<file path="config.mk">
export PLATFORM = sky130hd
export DESIGN_NAME = rot_arbiter
export DESIGN_NICKNAME = d
export VERILOG_FILES = /design/src/rtl/rot_pkg.sv /design/src/rtl/rot_arbiter_barrel_shift.sv /design/src/rtl/rot_arbiter.sv
export SDC_FILE = /design/constraint.sdc
export NUM_CORES = 1
export LEC_CHECK = 0
export ABC_AREA = 1
export CAP_MARGIN = 30
export CORE_UTILIZATION = 25
export DETAILED_ROUTE_END_ITERATION = 12
export GPL_ROUTABILITY_DRIVEN = 0
export SETUP_SLACK_MARGIN = 0.5
export SLEW_MARGIN = 0
export SYNTH_ARGS = -nofsm -noshare
export SYNTH_HDL_FRONTEND = slang
export SYNTH_SLANG_ARGS = --single-unit
</file>
<file path="constraint.sdc">
create_clock -name clk -period 1.71 [get_ports clk]
set_clock_uncertainty 0.2 [all_clocks]
set_input_delay 0.342 -clock clk [delete_from_list [all_inputs] [get_ports clk]]
set_output_delay 0.342 -clock clk [all_outputs]
set_load 0.03 [all_outputs]
</file>
<file path="src/rtl/rot_pkg.sv">
// rot_pkg: shared widths, direction codes and output-stage state type for the rotate arbiter
package rot_pkg;
  localparam int DATA_W = 16;
  localparam int AMT_W = 4;
  localparam logic DIR_RIGHT = 1'b0;
  localparam logic DIR_LEFT = 1'b1;
  typedef enum logic {EMPTY, FULL} out_state_t;
endpackage

</file>
<file path="src/rtl/rot_arbiter_barrel_shift.sv">
// Barrel_shift: combinational rotate-right of a DATA_W operand by amt bits
module Barrel_shift
  import rot_pkg::*;
(
  input  logic [DATA_W-1:0] data,
  input  logic [AMT_W-1:0]  amt,
  output logic [DATA_W-1:0] result
);
  logic [2*DATA_W-1:0] wide;
  // shifting the doubled word right leaves the rotated value in the low half
  always_comb begin
    wide = {data, data} >> amt;
    result = wide[DATA_W-1:0];
  end
endmodule

</file>
<file path="src/rtl/rot_arbiter.sv">
// rot_arbiter: two requesters share one rotate unit through round-robin grant and a one-entry output register
module rot_arbiter
  import rot_pkg::*;
#(
  parameter logic PRIO_INIT = 1'b0
) (
  input  logic              clk,
  input  logic              rst,
  input  logic              req0_valid,
  output logic              req0_ready,
  input  logic [DATA_W-1:0] req0_data,
  input  logic [AMT_W-1:0]  req0_amt,
  input  logic              req0_dir,
  input  logic              req1_valid,
  output logic              req1_ready,
  input  logic [DATA_W-1:0] req1_data,
  input  logic [AMT_W-1:0]  req1_amt,
  input  logic              req1_dir,
  output logic              out_valid,
  input  logic              out_ready,
  output logic [DATA_W-1:0] out_data,
  output logic              out_src
);
  out_state_t state, state_next;
  logic prio, grant, can_accept, accept, op_dir;
  logic [DATA_W-1:0] op_data, rot_data;
  logic [AMT_W-1:0] op_amt, eff_amt;
  // grant, handshake and operand mux; a left rotate is a right rotate by the negated amount
  always_comb begin
    grant = (req0_valid & req1_valid) ? prio : req1_valid;
    can_accept = ~rst & ((state == EMPTY) | out_ready);
    req0_ready = can_accept & ~grant;
    req1_ready = can_accept & grant;
    accept = (req0_valid & req0_ready) | (req1_valid & req1_ready);
    op_data = grant ? req1_data : req0_data;
    op_amt = grant ? req1_amt : req0_amt;
    op_dir = grant ? req1_dir : req0_dir;
    eff_amt = (op_dir == DIR_LEFT) ? -op_amt : op_amt;
    out_valid = (state == FULL);
    state_next = accept ? FULL : (out_ready ? EMPTY : state);
  end
  Barrel_shift u_shift (
    .data   (op_data),
    .amt    (eff_amt),
    .result (rot_data)
  );
  // output-stage state register
  always_ff @(posedge clk or posedge rst)
    if (rst) state <= EMPTY;
    else state <= state_next;
  // result capture and priority rotation on every accept
  always_ff @(posedge clk or posedge rst)
    if (rst) begin
      out_data <= '0;
      out_src <= 1'b0;
      prio <= PRIO_INIT;
    end else if (accept) begin
      out_data <= rot_data;
      out_src <= grant;
      prio <= ~grant;
    end
endmodule

</file>
---- Yosys cells after proc, flatten, opt, wreduce, memory -nomap -nowiden ----
Index checks and enable logic that the tools add are counted.
word-level totals
  register bits ........................... 19
  input bits .............................. 47
  word-level logic and storage cells ...... 25
cells by class
  add/subtract/negate cells ............... 1
  shift-type cells ........................ 1
  multiplexer cells ....................... 7
  bitwise logic cells ..................... 11
  reductions and logical operators ........ 1
operator list
  kind                                           count
  32-bit by 4-bit >> shifter with 16-bit output  1
  16-bit two-way mux                             1
  4-bit two-way mux                              2
  1-bit bitwise AND                              6
  1-bit two-way mux                              4
  4-bit negation                                 1
  1-bit NOT                                      3
  1-bit bitwise OR                               2
  2-bit nonzero test                             1

---- Longest topological paths before layout ----
Gate-level depths: netlist of the first run.
  depth in word-level cells ............... 7
  gate-level depth with buffers ........... 15
  gate-level depth less buffers ........... 14

---- By module ----
Synthesis of the first run repeated with hierarchy kept, for this count alone.
second synthesis, totals
  cell total of the unflattened synthesis .. 348
  area total of the unflattened synthesis .. 2152.1 um^2
modules (own cells, without submodules)
  module        times used  cells each  area each (um^2)  sequential area each (um^2)
  rot_arbiter   1           172         1168.6            475.5
  Barrel_shift  1           176         983.4             0.0

---- Worst setup path before layout of the first run ----
Ideal clock, no wire load.
  kind .................................... input-to-reg
  start ................................... input rst
  end ..................................... register out_data[0]
  setup time .............................. 0.117 ns
  arrival ................................. 2.196 ns
  data required time ...................... 1.393 ns
  setup slack ............................. -0.804 ns
  cell stages on the path ................. 9
  path buffers ............................ 1
  cells stage by stage .................... inv_1 > o21ai_0 > nor2_1 > nand2_1 > nand2_1 > inv_2 > buf_2 > nand2_1 > nand2_1
on the way
  word-level cells in the longest chain between the ends .. 5
RTL lines
  item                  line               RTL
  from (decl)           rot_arbiter.sv:8   input logic rst,
  1-bit NOT             rot_arbiter.sv:31  can_accept = ~rst & ((state == EMPTY) | out_ready);
  1-bit bitwise AND     rot_arbiter.sv:31
  1-bit bitwise AND     rot_arbiter.sv:32  req0_ready = can_accept & ~grant;
  named net req0_ready  rot_arbiter.sv:10  output logic req0_ready,
  1-bit bitwise AND     rot_arbiter.sv:34  accept = (req0_valid & req0_ready) | (req1_valid & req1_ready);
  1-bit bitwise OR      rot_arbiter.sv:34
  to (signal assigned)  rot_arbiter.sv:58  out_data <= rot_data;
  to (decl)             rot_arbiter.sv:21  output logic [DATA_W-1:0] out_data,
The timed path passes the listed nets, and every way through them passes these cells.
A chain may end at the register's enable or synchronous reset.

---- Worst setup path in the final report of the first run ----
  start ................................... register prio
  end ..................................... register out_data[3]
on the way
  word-level cells in the longest chain between the ends .. 5
RTL lines
  item                                                                               line                                               RTL
  from (decl)                                                                        rot_arbiter.sv:25                                  logic prio, grant, can_accept, accept, op_dir;
  from (signal assigned)                                                             rot_arbiter.sv:60                                  prio <= ~grant;
  1-bit two-way mux (*)                                                              rot_arbiter.sv:30                                  grant = (req0_valid & req1_valid) ? prio : req1_valid;
  4-bit two-way mux or 1-bit NOT (tied branches)                                     rot_arbiter.sv:36, rot_arbiter.sv:32
  4-bit negation or 1-bit bitwise AND (tied branches)                                rot_arbiter.sv:38, rot_arbiter.sv:32
  4-bit two-way mux or 1-bit bitwise AND (tied branches)                             rot_arbiter.sv:38, rot_arbiter.sv:34
  32-bit by 4-bit >> shifter with 16-bit output or 1-bit bitwise OR (tied branches)  rot_arbiter_barrel_shift.sv:12, rot_arbiter.sv:34
Every way passes the cells marked *; elsewhere a longest branch is shown, timed or not.

==> run_results.csv, run 1 <==
group,metric,value,unit
finish,finalNonFillerCells,547,
pwr,pwr_density_cell,1080,nW/um2
finish,nFillCells,734,
synth,yosysMostFrequentCell,"nand2_1",
timing,holdWs,0.306,ns
timing,setup_slack,-0.342,ns
critical_path,cp_cell_sequence,"inv_2 -> nand2_4 -> nand2_4 -> buf_4 -> o21ai_4 -> inv_1 -> nand3_2 -> nand2_4 -> nand3_1 -> nand3_1 -> nand3_1 -> nand2_1",
synth,syn_area,1990,um2
timing,rsz0062_at_grt,"yes",
pwr,ir_worst_vdd,0.000438,V
placement,dp_cells,516,
critical_path,critPathMaxFanout,8,
synth,ys_seq_area_frac,0.239,
routing,vias,2670,
clock_tree,clk_pin_slew,0.07,ns
pwr,p_leak,1.83,nW
timing,hold_viol_final,0,
timing,fin_crit,2.05,ns
routing,drcViolationCount,0,
timing,worst-slew-pin-transition,0.248,ns
synth,synth_cells,339,
critical_path,critPathKind,"reg -> reg",
finish,area_growth_syn_to_layout,92.0,%
synth,async_flop_share,1.00,
timing,setup_tns,-5.53,ns
floorplan,die_area,8320,um2
routing,drt_wl_total,7180,um
synth,synthFlopType,"dfrtp_1",
timing,finalCritPeriodShare,1.20,
synth,synth_top_cell_by_area,"nand3_1",
placement,hpwl,4640,um
synth,synth_common_cells,"128 x nand2_1, 106 x nand3_1, 26 x inv_1",
floorplan,die_h,91.2,um
critical_path,critPathLaunchType,"register",
global_route,track_usage,0.161,
synth,netlist.area_leader.share,0.266,
routing,initialDrtViolationCount,207,
floorplan,start_util,0.258,
routing,drt_pass1_iterations,4,
synth,yosys-top-cells-area,"nand3_1 27%, nand2_1 24%, dfrtp_1 24%",
min_path,min_path_type,"reg -> reg",
synth,ys_ff_latch,19,
clock_tree,htreeDepth,1,
placement,port_buffers,66,
finish,fin_nets,493,
global_route,antenna_found_initial,0,
clock_tree,clkLatencyLatePin,0.25,ns
finish,num_antenna_cells,0,
critical_path,slowest_delay,0.34,ns
critical_path,crit_slowest_cell,"dfrtp_1",
routing,drtAntennaViolNets,0,
synth,syn_nets,386,
pwr,p_total,4.15,mW
synth,synth-edff-count,0,
clock_tree,cts-root-buf,"clkbuf_8",
floorplan,ios,67,
clock_tree,cts_hold_buf,0,
synth,yosysWarnings,0,
global_route,grt_pass1_vias,2478,
job,drv_cap,0,
timing,finalSetupViolCount,18,
timing,slew_headroom,0.833,
global_route,grt_max_degree,33,
finish,drive_above_1_share,0.411,
critical_path,cp_top_family,"simple AND/OR/NAND/NOR gates",
outcome,status,"complete, but fails checks",
routing,routedWlPerCell,13.1,um
clock_tree,cts_tree,"yes",
synth,synth_cell_types,20,
timing,max_freq,487,MHz
critical_path,end_kind,"register",
synth,postSynthAreaPerCell,5.87,um2
critical_path,crit_required,1.66,ns
clock_tree,clock_path_buffers,2,
floorplan,coreArea,7730,um2
floorplan,fp.dieW,91.2,um
clock_tree,cts.sinks,19,
floorplan,fp-row-count,32,
global_route,gr-total-overflow,0,
timing,slew_violations,0,
routing,via_per_inst,4.88,
clock_tree,cts_buffers,3,
critical_path,path_buf_inv,3,
global_route,grt_first_pass_wirelength,11100,um
outcome,violations,"negative setup slack",
critical_path,crit_arrival,2.00,ns
-- logic make-up after synthesis --
| family | after synthesis | share of synthesized area |
|---|---|---|
| flops | 19 | 0.239 |
| buf+inv | 45 | 0.115 |
| compound gates | 22 | 0.0629 |
| simple gates | 253 | 0.583 |
-- worst paths after layout --
path                            slack, ns                       end  depth (start not counted)               startpoint
min in group asynchronous            0.32     out_valid$_DFFE_PP0P_                          3                      rst
max in group asynchronous            0.79  out_data[12]$_DFFE_PP0P_                          3                      rst
worst max-delay path                -0.34   out_data[3]$_DFFE_PP0P_                         12         prio$_DFFE_PP0P_
worst max register to register      -0.34   out_data[3]$_DFFE_PP0P_                         12         prio$_DFFE_PP0P_
worst min register to register       0.31   out_data[2]$_DFFE_PP0P_                          2  out_data[2]$_DFFE_PP0P_
worst min-delay path                 0.31   out_data[2]$_DFFE_PP0P_                          2  out_data[2]$_DFFE_PP0P_
-- layout make-up --
| cell class | instances | area (um2) | area share |
|---|---|---|---|
| Multi-Input combinational cell | 280 | 1920 | 0.502 |
| Timing Repair Buffer | 109 | 1110 | 0.291 |
| Sequential cell | 19 | 475 | 0.124 |
| Inverter | 31 | 133 | 0.0347 |
| Tap cell | 102 | 128 | 0.0334 |
| Clock buffer | 4 | 45.0 | 0.0118 |
| Timing Repair inverter | 2 | 10.0 | 0.00262 |
-- per-layer routing --
layer | GRT usage | share of wire | vias to the layer above
met5 | 0 | 0 | -
li1 | - | - | 1337
met4 | 0.0331 | 0.011 | 0
met2 | 0.285 | 0.52 | 80
met3 | 0.0268 | 0.035 | 9
met1 | 0.204 | 0.44 | 1244
-- cell usage in the layout, fill, tap and decap left out, drive strengths merged --
| cell | Yosys | final |
|---|---|---|
| buf | 14 | 62 |
| clkbuf | 0 | 5 |
| clkdlybuf4s15 | 0 | 1 |
| clkdlybuf4s50 | 0 | 44 |
| clkinvlp | 0 | 1 |
| dfrtp | 19 | 19 |
| dlygate4sd2 | 0 | 1 |
| inv | 31 | 32 |
| nand2 | 141 | 146 |
| nand3 | 108 | 108 |
| nand3b | 1 | 1 |
| nor2 | 2 | 2 |
| o21ai | 22 | 22 |
| or2 | 1 | 1 |
-- tightest hold or removal path: cells and delay by family, from the launching register on --
| kind | cells | cell delay, ns |
|---|---|---|
| flops | 1 | 0.36 |
| simple gates | 2 | 0.12 |
-- timing repair --
item | 4_1_cts | 5_1_grt
setup buffers | 14 | 5
endpoints found under the hold margin | 0 | 0
pin swaps | 17 | 16
resized for setup | 182 | 61
cloned | 7 | 1
setup endpoints to repair | 39 | 39
-- flip-flops by register name, indices dropped and copies added, names as in the netlist --
register and count:
out_src 1, prio 1, out_valid 1, out_data 16
-- report_power, final --
part | switching, mW | internal [mW] | leakage [nW]
clock network | 0.142 | 0.165 | 0.0228
registers | 0.144 | 0.645 | 0.230
logic | 1.72 | 1.33 | 1.58
-- metrics by stage --
| stage | instance area, um2 | utilization | setup WS, ns |
|---|---|---|---|
| 2_1_floorplan | 2110 | - | -0.130 |
| 3_3_place_gp | 2990 | 0.386 | -0.777 |
| 3_5_place_dp | 2990 | 0.386 | -0.825 |
| 4_1_cts | 3460 | 0.447 | -0.298 |
| 5_1_grt | 3820 | 0.494 | -0.424 |
| 6_report | 3820 | 0.494 | -0.342 |
(Power assumes the default switching activity.)
==> inputs of run 2 (changes only) <==
--- a/constraint.sdc
+++ b/constraint.sdc
@@ -3,3 +3,3 @@
 set_input_delay 0.342 -clock clk [delete_from_list [all_inputs] [get_ports clk]]
 set_output_delay 0.342 -clock clk [all_outputs]
-set_load 0.03 [all_outputs]
+set_load 0.01 [all_outputs]
==> run 2 against run 1 <==
Compared with the run above: the run still ends with negative setup slack left; worst hold slack worse by 0.15 ns; combinational power is 17% lower; global-route usage is 1.2 points higher; via count is 2.0% lower; sequential cell count stayed put; clock power hardly changed; critical path type unchanged; critical path depth is 2 higher; sequential share of layout area is 0.34 points higher.
==> run_results.csv, run 2 (synthesis gave the netlist of run 1 again) <==
group,metric,value,unit
timing,setup_slack,-0.365,ns
clock_tree,cts_tree,"yes",
clock_tree,htreeDepth,1,
floorplan,ios,67,
finish,nFillCells,750,
routing,drtAntennaViolNets,0,
placement,hpwl,4610,um
placement,port_buffers,66,
timing,max_freq,482,MHz
floorplan,start_util,0.258,
clock_tree,cts.sinks,19,
global_route,grt_pass1_vias,2549,
job,drv_cap,0,
floorplan,die_area,8320,um2
routing,drcViolationCount,0,
clock_tree,clock_path_buffers,2,
timing,slew_violations,0,
outcome,status,"complete, but fails checks",
global_route,track_usage,0.173,
timing,hold_viol_final,0,
routing,drt_pass1_iterations,5,
routing,drt_wl_total,6960,um
clock_tree,cts_buffers,3,
pwr,p_total,3.59,mW
critical_path,crit_arrival,2.02,ns
critical_path,crit_required,1.66,ns
finish,fin_nets,486,
finish,design_area,3720,um2
critical_path,critPathKind,"reg -> reg",
timing,rsz0062_at_grt,"yes",
finish,finish.utilization,0.481,
pwr,pwr_density_cell,964,nW/um2
floorplan,coreArea,7730,um2
routing,routedWlPerCell,12.9,um
critical_path,end_kind,"register",
clock_tree,clk_pin_slew,0.07,ns
clock_tree,cts-root-buf,"clkbuf_8",
global_route,antenna_found_initial,0,
clock_tree,cts_hold_buf,0,
global_route,grt_use_met3,0.0260,
timing,finalCritPeriodShare,1.21,
timing,slew_headroom,0.836,
finish,top_register,"out_data",
global_route,grt_first_pass_wirelength,11800,um
global_route,grt_busiest_layer,"met2",
finish,final_cell_mix,"103 x nand2_1, 57 x nand3_1, 46 x nand3_2, 42 x clkdlybuf4s50_1",
timing,fin_crit,2.08,ns
finish,drive_above_1_share,0.420,
global_route,grt_max_degree,20,
global_route,grtUsageMet1,0.219,
clock_tree,clkLatencyLatePin,0.25,ns
routing,via_per_inst,4.85,
placement,placed_area,2980,um2
critical_path,critPathLaunchType,"register",
timing,worst-slew-pin-transition,0.246,ns
routing,vias,2617,
critical_path,critPathMaxFanout,8,
global_route,gr-total-overflow,0,
finish,layout_commonest_cell,"nand2_1",
outcome,violations,"negative setup slack",
floorplan,die_h,91.2,um
routing,initialDrtViolationCount,201,
timing,finalSetupViolCount,19,
floorplan,fp-row-count,32,
pwr,ir_worst_vdd,0.000391,V
finish,num_antenna_cells,0,
pwr,p_leak,1.78,nW
finish,largest_register_ffs,16,
floorplan,fp.dieW,91.2,um
global_route,use_met2,0.312,
min_path,min_path_type,"in -> reg",
finish,area_growth_syn_to_layout,86.9,%
[run 2: cell types whose count changed in the layout (fill, tap and decap cells not counted), sizes merged]
| cell | delta |
|---|---|
| inv | -2 |
| clkbuf | -1 |
| clkdlybuf4s50 | -2 |
| buf | -5 |
| clkdlybuf4s15 | -1 |
| dlymetal6s2s | +1 |
| clkinv | +1 |
| dlygate4sd2 | +2 |
[run 2: final timing paths]
check / from / endpoint / slack (ns) / cells after the start
setup / recovery: prio$_DFFE_PP0P_ / out_data[5]$_DFFE_PP0P_ / -0.37 / 14
hold / removal: out_ready / out_valid$_DFFE_PP0P_ / 0.15 / 2
setup reg to reg: prio$_DFFE_PP0P_ / out_data[5]$_DFFE_PP0P_ / -0.37 / 14
hold reg to reg: out_src$_DFFE_PP0P_ / out_src$_DFFE_PP0P_ / 0.28 / 2
max in group asynchronous: rst / out_data[10]$_DFFE_PP0P_ / 0.91 / 4
min in group asynchronous: rst / out_data[7]$_DFFE_PP0P_ / 0.20 / 4
[run 2: layout make-up]
cell class,count,area (um2),area share
repair inverters,1,16.3,0.00437
well taps,102,128,0.0343
repair buffers,103,986,0.265
inverters,31,133,0.0357
flip-flops and latches,19,475,0.128
multi-input cells,280,1940,0.521
clock buffers,4,45.0,0.0121
[run 2: report_power, final]
part | total [mW] | internal [mW] | switching, mW
Clock | 0.310 | 0.165 | 0.145
Combinational | 2.54 | 1.12 | 1.42
Sequential | 0.738 | 0.643 | 0.0947
Total | 3.59 | 1.93 | 1.66
[run 2: per-layer routing]
layer,vias to the layer above,part of all wire
li1,1318,-
met1,1206,0.43
met2,79,0.51
met3,14,0.047
met4,0,0.012
met5,-,0
[run 2: repair_timing]
item                                    in CTS  in global routing
setup buffers                               14                  5
gates cloned                                 7                  0
pin swaps                                   15                 14
hold endpoints to repair                     0                  0
resized for setup                          162                 43
endpoints found under the setup margin      39                 39
[run 2: through the flow]
step / worst slack [ns] / hold slack (ns) / setup TNS (ns) / cells
floorplan: -0.129 / -0.00383 / -1.95 / 339
global placement: -0.801 / 0.267 / -14.21 / 510
detailed placement: -0.824 / 0.261 / -14.63 / 510
CTS: -0.309 / 0.202 / -4.85 / 535
global route: -0.454 / 0.171 / -7.58 / 540
finish: -0.365 / 0.151 / -5.61 / 540
[run 2: critical path, stage by stage, from the launching register on]
cell and delay, ns:
dfrtp_1 0.37, inv_2 0.07, nand2_4 0.10, nand2_8 0.12, buf_6 0.09, inv_2 0.03, or2_1 0.21, o21ai_2 0.10
inv_2 0.10, nand2_8 0.14, nand2_8 0.09, inv_8 0.09, nand3_1 0.08, nand3_1 0.11, nand2_1 0.06
